`config.mk`:
```
export PLATFORM = sky130hd
export DESIGN_NAME = imm_ext_pipe
export DESIGN_NICKNAME = d
export VERILOG_FILES = /design/src/rtl/imm_ext_pipe.sv
export SDC_FILE = /design/constraint.sdc
export NUM_CORES = 1
export LEC_CHECK = 0
export ABC_AREA = 1
export CAP_MARGIN = 25
export CORE_UTILIZATION = 48
export CTS_CLUSTER_SIZE = 8
export DETAILED_ROUTE_END_ITERATION = 12
export HOLD_SLACK_MARGIN = 0.03
export PLACE_DENSITY = 0.93
export SYNTH_ARGS = -nofsm -noshare
export SYNTH_HDL_FRONTEND = slang
export SYNTH_SLANG_ARGS = --single-unit
export TNS_END_PERCENT = 5
```
`constraint.sdc`:
```
create_clock -name clk -period 3 [get_ports clk]
set_input_delay 0.6 -clock clk [delete_from_list [all_inputs] [get_ports clk]]
set_output_delay 0.6 -clock clk [all_outputs]
set_load 0.02 [all_outputs]
```
`src/rtl/imm_ext_pipe.sv`:
```
// Registered immediate extender (zero/sign/upper/branch) with valid/ready handshake and flush.
// Define EXT_SKID_EN to build a two-entry skid buffer with a registered in_ready.
module imm_ext_pipe #(
  parameter int IMM_W = 16,
  parameter int OUT_W = 32,
  parameter int TAG_W = 5
) (
  input  logic             clk,
  input  logic             rst_n,
  input  logic             in_valid,
  output logic             in_ready,
  input  logic [IMM_W-1:0] in_imm,
  input  logic [1:0]       in_op,
  input  logic [TAG_W-1:0] in_tag,
  input  logic             flush,
  output logic             out_valid,
  input  logic             out_ready,
  output logic [OUT_W-1:0] out_data,
  output logic [TAG_W-1:0] out_tag
);

  if (OUT_W < IMM_W + 2) begin : g_width_check
    $error("imm_ext_pipe: OUT_W must be at least IMM_W + 2");
  end

  function automatic logic signed [OUT_W-1:0] extend(input logic [IMM_W-1:0] imm,
                                                     input logic [1:0]       op);
    logic signed [OUT_W-1:0] sx;
    sx = {{(OUT_W-IMM_W){imm[IMM_W-1]}}, imm};
    case (op)
      2'b00:   extend = {{(OUT_W-IMM_W){1'b0}}, imm};
      2'b01:   extend = sx;
      2'b10:   extend = {imm, {(OUT_W-IMM_W){1'b0}}};
      default: extend = {sx[OUT_W-3:0], 2'b00};
    endcase
  endfunction

  logic signed [OUT_W-1:0] w_ext_p0;
  logic                    w_in_ready;
  logic                    w_accept;
  logic                    w_pop;

  logic                    r_vld_p1;
  logic signed [OUT_W-1:0] r_data_p1;
  logic [TAG_W-1:0]        r_tag_p1;

  assign w_ext_p0  = extend(in_imm, in_op);
  assign w_accept  = in_valid & w_in_ready & ~flush;
  assign w_pop     = r_vld_p1 & out_ready;
  assign in_ready  = w_in_ready;
  assign out_valid = r_vld_p1;
  assign out_data  = r_data_p1;
  assign out_tag   = r_tag_p1;

`ifdef EXT_SKID_EN
  logic                    r_skid_vld;
  logic signed [OUT_W-1:0] r_skid_data;
  logic [TAG_W-1:0]        r_skid_tag;

  // in_ready depends only on skid occupancy, so out_ready never reaches it combinationally.
  assign w_in_ready = rst_n & ~r_skid_vld;

  // Stage p0 -> p1: main entry refills from skid first, then from the input.
  always_ff @(posedge clk) begin
    if (!rst_n) begin
      r_vld_p1    <= 1'b0;
      r_data_p1   <= '0;
      r_tag_p1    <= '0;
      r_skid_vld  <= 1'b0;
      r_skid_data <= '0;
      r_skid_tag  <= '0;
    end else if (flush) begin
      r_vld_p1   <= 1'b0;
      r_skid_vld <= 1'b0;
    end else if (!r_vld_p1 || w_pop) begin
      if (r_skid_vld) begin
        r_vld_p1   <= 1'b1;
        r_data_p1  <= r_skid_data;
        r_tag_p1   <= r_skid_tag;
        r_skid_vld <= 1'b0;
      end else if (w_accept) begin
        r_vld_p1  <= 1'b1;
        r_data_p1 <= w_ext_p0;
        r_tag_p1  <= in_tag;
      end else begin
        r_vld_p1 <= 1'b0;
      end
    end else if (w_accept) begin
      r_skid_vld  <= 1'b1;
      r_skid_data <= w_ext_p0;
      r_skid_tag  <= in_tag;
    end
  end
`else
  assign w_in_ready = rst_n & (~r_vld_p1 | out_ready);

  // Stage p0 -> p1: a push while popping replaces the departing entry.
  always_ff @(posedge clk) begin
    if (!rst_n) begin
      r_vld_p1  <= 1'b0;
      r_data_p1 <= '0;
      r_tag_p1  <= '0;
    end else if (flush) begin
      r_vld_p1 <= 1'b0;
    end else if (w_accept) begin
      r_vld_p1  <= 1'b1;
      r_data_p1 <= w_ext_p0;
      r_tag_p1  <= in_tag;
    end else if (w_pop) begin
      r_vld_p1 <= 1'b0;
    end
  end
`endif

endmodule

```
== Word level (Yosys, flattened, before mapping) ==
Index checks and enable logic that the tools add are counted.
Word-level totals
  register bits after elaboration: 38
  input bits: 28
  output and inout bits: 39
  logic and storage cells: 20
Operators by class
  equal/unequal tests: 2
  multiplexer cells: 3
  bitwise operators: 8
  reduce and logical (&&, ||, !) cells: 4
Operator list (number)
  $pmux 32 s3: 1
  $and 1x1->1: 4
  $not 1->1: 3
  $eq 2x1->1 const B: 1
  $eq 2x2->1 const B: 1
  $logic_not 2->1: 1
  $mux 1: 2
  $reduce_and 2->1: 1
  $reduce_bool 2->1: 1
  $reduce_or 2->1: 1
  $or 1x1->1: 1

== Depth between registers and ports, before layout ==
Gate-level depths: netlist (run 1).
  depth in word-level cells: 6
  gate-level depth with buffers: 7

== Worst setup path after synthesis (run 1) ==
OpenSTA, ideal clock, no wires.
  kind: in2out
  from: input port out_ready
  to: output port in_ready
  arrival: 0.926 ns
  data required time: 2.400 ns
  path slack: 1.474 ns
  stages on the path: 2
  buffers on the path: 0
  cells stage by stage: nor2_1 nor2_1
On the way
  longest elaborated chain between the ends: 2
RTL lines
  start, declared: line 17  | input logic out_ready,
  $or 1x1->1: line 95  | assign w_in_ready = rst_n & (~r_vld_p1 | out_ready);
  $and 1x1->1: line 95
  end, declared: line 11  | output logic in_ready,
No other way between the ends.

== Worst setup path in the final report (run 1) ==
Ends and elaborated chain as after synthesis.

==> impl_metrics.ini, run 1 <==
[timing]
drv_slew = 0
worstMarginPinSlew_ns = 0.528
max_slew_margin = 0.648
finalCriticalPeriod_ns = 2.47
skew_ns = 0.00403
max_freq_mhz = 405
fin_crit_sh = 0.822
hold_viol_final = 0
rsz0062_at_grt = false
setup_violations = 0
setup_tns_ns = 0

[floorplan]
die_h_um = 64.8
die-area_um2 = 4200
rows = 22
core-area_um2 = 3720
fp.dieW_um = 64.8
start_util = 0.510
ios = 67

[clock_tree]
htree_num_levels = 2
postCtsSetupBuffers = 0
insertion_delay_ns = 0.29
root_buffer = clkbuf_8
postCtsHoldBufs = 0
cts.path.max_buffers = 2
cts_sinks = 38
numCtsBuffers = 5
clk_pin_slew_ns = 0.07
post_cts_resized = 0
tritoncts = built

[place]
routabilityCongestion = 0.838
portBuffers = 66
placed_area_um2 = 2540
dp_hpwl_mm = 3.08

[min_path]
worstHoldPathType = flip-flop to flip-flop
hold_start = out_tag[1]

[grt]
grt_max_degree = 60
grt_first_pass_wirelength_mm = 7.22
grt.total_usage = 0.223
grt_pass1_vias = 1725
grt-ovfl-total = 0
antenna_found_initial = 0

[cells_and_area]
multi_input_area_um2 = 841
diodes = 0
seqCellArea_um2 = 761
fill_cells = 321
drive_above_1_share = 0.0396
synthToLayoutAreaGrowth_pct = 41.8
final_cell_area_um2 = 2690
layout.nets = 406
final_common_cell = nand2_1
layout_common_cells = 101 x nand2_1, 75 x nor2_1, 66 x clkdlybuf4s50_1, 53 x inv_1, 38 x dfxtp_1

[synth]
synth-seq-cells = 38
syn-cell-area_um2 = 1890
synthesis.nets = 346
ys_warn_count = 0
seq_area_frac_synth = 0.402
syn_inst = 318
synth.avg_cell_area_um2 = 5.96
synthDistinctLibCells = 18

[critical_path]
worstPathArrival_ns = 1.87
worstPathRequired_ns = 2.40
critical_path.startpoint = out_ready
crit_type = primary input to output pin
rr_startpoint = out_valid
startpoint_type = primary input
critPathCaptureType = output pin
rrSetupSlack_ns = 1.67
worst-path-max-fanout = 2

[routing]
dr.pass1.iters = 4
remaining_drc_errors = 0
wirelength_mm = 4.49
vias_per_cell = 4.71
num_vias = 2011
drtIter0Drc = 129
routedWlPerCell_um = 10.5
final_antenna_net_count = 0

[job]
cap_violations = 0

[power_and_ir_drop]
power_density_nw_per_um2 = 494
leakage_nw = 1.36
max-vdd-ir-drop_mv = 0.333

[status]
status = finished clean
-- layer usage --
metal,vias to the layer above,global-route usage,part of all wire
li1,1042,-,-
met1,892,0.268,0.46
met2,72,0.378,0.47
met3,5,0.0528,0.059
met4,0,0.0944,0.0089
met5,-,0,0
-- sequential cells by signal, indices dropped and copies added, names as in the netlist --
register   flops
out_tag        5
out_valid      1
out_data      32
-- area by class of cell --
cell class              count  share of cell area
clock buffers               6              0.0307
clock inverters             2              0.0224
inverters                  55              0.0769
multi-input cells         210               0.313
flip-flops and latches     38               0.283
well taps                  48              0.0224
repair buffers             68               0.252
-- path summary, 6_finish.rpt --
kind	endpoint	cells past startpoint
setup reg to reg	out_data[31]	6
hold reg to reg	out_tag[1]	2
setup / recovery	in_ready	4
hold / removal	out_tag[1]	2
-- metrics by stage --
step | power, W | setup slack, ns | instances | hold WS, ns | utilization
after CTS | 0.00134 | 0.531 | 427 | 0.488 | 0.723
after global placement | 0.000791 | 0.567 | 419 | 0.463 | 0.685
final | 0.00133 | 0.534 | 427 | 0.487 | 0.723
after global routing | 0.00138 | 0.483 | 427 | 0.502 | 0.723
after floorplan | 0.000688 | 1.47 | 318 | 0.558 | -
after detailed placement | 0.000796 | 0.538 | 419 | 0.474 | 0.685
-- logic make-up (layout without fill, tap and decap cells) --
family | count (synthesis) | after routing | share of synthesized area
and+or+nand+nor | 181 | 181 | 0.366
DFF | 38 | 38 | 0.402
AOI/OAI and AO/OA | 29 | 29 | 0.0779
buffers and inverters | 70 | 131 | 0.155
-- synthesized netlist by cell type (all sizes together) --
library cell,n,share of area
o21ai,26,0.069
dfxtp,38,0.40
clkbuf,5,0.011
nand3,3,0.011
a21boi,1,0.0040
nand2,101,0.20
a21oi,2,0.0053
buf,10,0.035
inv,55,0.11
nor2,77,0.16
-- power breakdown --
group,internal [W],switching (W)
logic,0.000111,0.000131
clock network,0.000355,0.000186
registers,0.000530,0.0000134
-- worst max-delay path, stage by stage --
cell and delay [ns]:
clkdlybuf4s50_1 0.48, nor2_1 0.08, nor2_1 0.10, clkdlybuf4s50_1 0.61
(Power assumes the default switching activity.)
==> run 2, diff against run 1 <==
--- a/config.mk
+++ b/config.mk
@@ -7,11 +7,11 @@
 export LEC_CHECK = 0
 export ABC_AREA = 1
 export CAP_MARGIN = 25
-export CORE_UTILIZATION = 48
+export CORE_UTILIZATION = 45
 export CTS_CLUSTER_SIZE = 8
 export DETAILED_ROUTE_END_ITERATION = 12
 export HOLD_SLACK_MARGIN = 0.03
-export PLACE_DENSITY = 0.93
+export PLACE_DENSITY = 0.88
 export SYNTH_ARGS = -nofsm -noshare
 export SYNTH_HDL_FRONTEND = slang
 export SYNTH_SLANG_ARGS = --single-unit
==> constraint.sdc (replaced) <==
create_clock -name clk -period 2.3 [get_ports clk]
set_input_delay 0.46 -clock clk [delete_from_list [all_inputs] [get_ports clk]]
set_output_delay 0.46 -clock clk [all_outputs]
set_load 0.02 [all_outputs]
==> impl_metrics.ini, run 2 (synthesis gave the netlist of run 1 again) <==
[routing]
num_vias = 1935
final_antenna_net_count = 0
vias_per_cell = 4.51
wirelength_mm = 4.42
routedWlPerCell_um = 10.3
remaining_drc_errors = 0
dr.pass1.iters = 4
drtIter0Drc = 99

[place]
place_ws_ns = -0.0184
dp_hpwl_mm = 3.07
routabilityCongestion = 0.788
portBuffers = 66

[timing]
rsz0062_at_grt = false
drv_slew = 0
setup_ws_ns = 0.125
skew_ns = 0.00347
setup_tns_ns = 0
finalCriticalPeriod_ns = 2.18
setup_violations = 0
fin_crit_sh = 0.946
hold_viol_final = 0
worstMarginPinSlew_ns = 0.539
max_freq_mhz = 460
max_slew_margin = 0.641

[clock_tree]
postCtsSetupBuffers = 0
cts_sinks = 38
post_cts_resized = 0
cts.path.max_buffers = 2
insertion_delay_ns = 0.29
root_buffer = clkbuf_8
clk_pin_slew_ns = 0.07
tritoncts = built
postCtsHoldBufs = 0
htree_num_levels = 2
numCtsBuffers = 5

[grt]
grt_max_degree = 60
grt.total_usage = 0.212
antenna_found_initial = 0
grt_pass1_vias = 1744
grt-ovfl-total = 0
grt_first_pass_wirelength_mm = 7.20

[power_and_ir_drop]
max-vdd-ir-drop_mv = 0.293
power_switching_w = 0.000419
intPower_w = 0.00108
p_clk_frac = 0.316
total_power_w = 0.00150
power_density_nw_per_um2 = 567
leakage_nw = 1.33
p_comb_frac = 0.210
p_seq_frac = 0.474
p_sw_frac = 0.280

[critical_path]
worst-path-max-fanout = 2
worstPathArrival_ns = 1.72
slowest_delay_ns = 0.60
crit_type = primary input to output pin
crit_chain = clkdlybuf4s50_1, nor2_1, nor2_1, clkdlybuf4s50_1
crit_slowest_cell = clkdlybuf4s50_1
critPathCaptureType = output pin
worstPathRequired_ns = 1.84
startpoint_type = primary input

[job]
cap_violations = 0

[floorplan]
rows = 23
start_util = 0.470
fp.dieW_um = 66.9
ios = 67
die-area_um2 = 4470
die_h_um = 66.9
core-area_um2 = 4030

[cells_and_area]
final_util = 0.656
final_common_cell = nand2_1
largest_reg_flops = 32
synthToLayoutAreaGrowth_pct = 39.4
drive_above_1_share = 0.0396
layout.nets = 406
layout_common_cells = 101 x nand2_1, 75 x nor2_1, 66 x clkdlybuf4s50_1, 53 x inv_1, 38 x dfxtp_1
diodes = 0

[status]
status = finished clean

[min_path]
worstHoldPathType = flip-flop to flip-flop
[run 2: worst paths after layout]
check,startpoint,depth (start not counted),slack (ns),endpoint
max,out_ready,4,0.12,in_ready
max reg2reg,out_valid,6,0.97,out_data[2]
min,out_tag[0],2,0.49,out_tag[0]
min reg2reg,out_tag[0],2,0.49,out_tag[0]
[run 2: metrics by stage]
step	hold slack (ns)	area (µm²)	instances
floorplan	0.558	1890	318
global placement	0.463	2550	421
detailed placement	0.478	2550	421
CTS	0.491	2640	429
global route	0.509	2640	429
finish	0.486	2640	429
[run 2: layout make-up]
class,count,area (µm²)
flip-flops and latches,38,761
inverters,55,206
repair buffers,68,676
fillers,360,1390
clock buffers,6,82.6
clock inverters,2,12.5
well taps,50,62.6
multi-input cells,210,841
[run 2: metal layers]
layer / track usage / share of wire
met1: 0.255 / 0.47
met2: 0.359 / 0.45
met3: 0.0582 / 0.064
met4: 0.0745 / 0.018
met5: 0 / 0
[run 2: power groups by stage]
stage	Combinational, W	Clock (W)	Sequential [W]
final	0.000315	0.000473	0.000709
after CTS	0.000316	0.000490	0.000709
after floorplan	0.000132	0	0.000765
after global placement	0.000308	0	0.000724
after detailed placement	0.000313	0	0.000725
after global routing	0.000350	0.000514	0.000713
[run 2: critical path: cells and delay by family]
family / cells / cell delay (ns)
buffers and inverters: 2 / 1.10
and+or+nand+nor: 2 / 0.16
==> run 3, diff against run 2 <==
--- a/config.mk
+++ b/config.mk
@@ -7,11 +7,12 @@
 export LEC_CHECK = 0
 export ABC_AREA = 1
 export CAP_MARGIN = 25
-export CORE_UTILIZATION = 45
+export CORE_UTILIZATION = 62
 export CTS_CLUSTER_SIZE = 8
 export DETAILED_ROUTE_END_ITERATION = 12
+export DONT_BUFFER_PORTS = 1
 export HOLD_SLACK_MARGIN = 0.03
-export PLACE_DENSITY = 0.88
+export PLACE_DENSITY = 0.86
 export SYNTH_ARGS = -nofsm -noshare
 export SYNTH_HDL_FRONTEND = slang
 export SYNTH_SLANG_ARGS = --single-unit
==> impl_metrics.ini, run 3 (synthesis gave the netlist of run 1 again) <==
[status]
status = finished, violations left
violations = design-rule violations

[power_and_ir_drop]
max-vdd-ir-drop_mv = 0.471
leakage_nw = 1.09
power_density_nw_per_um2 = 700

[grt]
grt_first_pass_wirelength_mm = 6.35
met2_usage = 0.393
grt_max_degree = 40
grt-ovfl-total = 0
antenna_found_initial = 0
grt.total_usage = 0.248
gr-usage-met3 = 0.0884
grt_use_met1 = 0.309
grt_busiest_layer = met2
grt_pass1_vias = 1516

[floorplan]
fp.dieW_um = 57.3
core-area_um2 = 2830
die_h_um = 57.3
die-area_um2 = 3280
start_util = 0.670
ios = 67
rows = 19

[cells_and_area]
final_common_cell = nand2_1
drive_above_1_share = 0.0418
fill_cells = 279
final_cell_area_um2 = 1950
layout.nets = 339
layout_common_cells = 101 x nand2_1, 75 x nor2_1, 53 x inv_1, 38 x dfxtp_1, 24 x o21ai_0
multi_input_area_um2 = 841
seqCellArea_um2 = 761
largest_reg_flops = 32
diodes = 0
synthToLayoutAreaGrowth_pct = 2.84

[place]
placed_area_um2 = 1870
dp_hpwl_mm = 2.67
routabilityCongestion = 0.794
portBuffers = 0

[timing]
skew_ns = 0.00530
rsz0062_at_grt = false
finalCriticalPeriod_ns = 1.66
fin_crit_sh = 0.720
setup_tns_ns = 0
max_freq_mhz = 604
drv_slew = 0
hold_viol_final = 0
worstMarginPinSlew_ns = 0.579
setup_violations = 0
max_slew_margin = 0.614

[min_path]
worstHoldPathType = primary input to flip-flop
min_to = out_data[19]
min_delay_path_depth = 2
hold_start = rst_n

[clock_tree]
cts.path.max_buffers = 2
cts_sinks = 38
post_cts_resized = 0
tritoncts = built
htree_num_levels = 2
postCtsHoldBufs = 0
root_buffer = clkbuf_4
numCtsBuffers = 5
postCtsSetupBuffers = 0
insertion_delay_ns = 0.33
clk_pin_slew_ns = 0.11

[routing]
dr.pass1.iters = 9
routedWlPerCell_um = 11.2
remaining_drc_errors = 7
drtIter0Drc = 110
num_vias = 1679
wirelength_mm = 3.84
final_antenna_net_count = 0
vias_per_cell = 4.91

[critical_path]
rr_startpoint = out_valid
rrSetupSlack_ns = 0.64
worstPathRequired_ns = 2.55
worstPathArrival_ns = 1.90
worst-path-max-fanout = 31
startpoint_type = flip-flop
critPathCaptureType = flip-flop
crit_type = flip-flop to flip-flop
r2r_cells = 5
r2r_end = out_data[29]

[job]
cap_violations = 0
-- run 3: cell count changes in the layout (fill, tap and decap cells not counted), moves of 2 or more --
cell             previous run  this run
clkbuf_8                    6         1
buf_4                       2         0
clkbuf_4                    0         5
clkdlybuf4s50_1            66         0
-- run 3: metal layers --
layer	vias up	wire length, µm
li1	907	-
met1	710	1750
met2	57	1670
met3	5	387
met4	0	38
met5	-	0
-- run 3: area by class of cell --
class	instances	share of cell area
Sequential cell	38	0.390
Inverter	55	0.106
Clock buffer	6	0.0263
Tap cell	31	0.0199
Multi-Input combinational cell	210	0.432
Clock inverter	1	0.0154
Timing Repair Buffer	1	0.0103
-- run 3: worst max-delay path by stage --
stage | startpoint | to | slack (ns) | depth (start not counted)
6_report | out_valid | out_data[29] | 0.64 | 5
3_5_place_dp | rst_n | out_data[29] | 0.57 | 6
2_1_floorplan | out_ready | in_ready | 1.05 | 2
3_3_place_gp | rst_n | out_data[18] | 0.62 | 6
5_1_grt | out_valid | out_data[30] | 0.53 | 6
4_1_cts | out_valid | in_ready | 0.64 | 3
-- run 3: per-stage QoR --
stage | worst slack, ns | cells | total power, W | utilization | hold WS [ns]
after floorplan | 1.05 | 318 | 0.000898 | - | 0.558
after global placement | 0.620 | 335 | 0.000908 | 0.660 | 0.572
final | 0.643 | 342 | 0.00136 | 0.689 | 0.233
after CTS | 0.642 | 342 | 0.00137 | 0.689 | 0.215
after global routing | 0.528 | 342 | 0.00143 | 0.689 | 0.203
after detailed placement | 0.565 | 335 | 0.000912 | 0.660 | 0.573
-- run 3: critical path: stages (launching register included) --
cell and delay [ns]:
dfxtp_1 0.40, nand2_1 0.13, nand3_2 0.46, buf_12 0.37, nor2_1 0.13, nor2_1 0.06
-- run 3: power by group --
group,internal [W],total [W],switching (W),leakage [nW]
Combinational,0.0000511,0.000142,0.0000912,0.735
Clock,0.000253,0.000467,0.000213,0.0443
Sequential,0.000692,0.000755,0.0000629,0.311
Total,0.000997,0.00136,0.000368,1.09
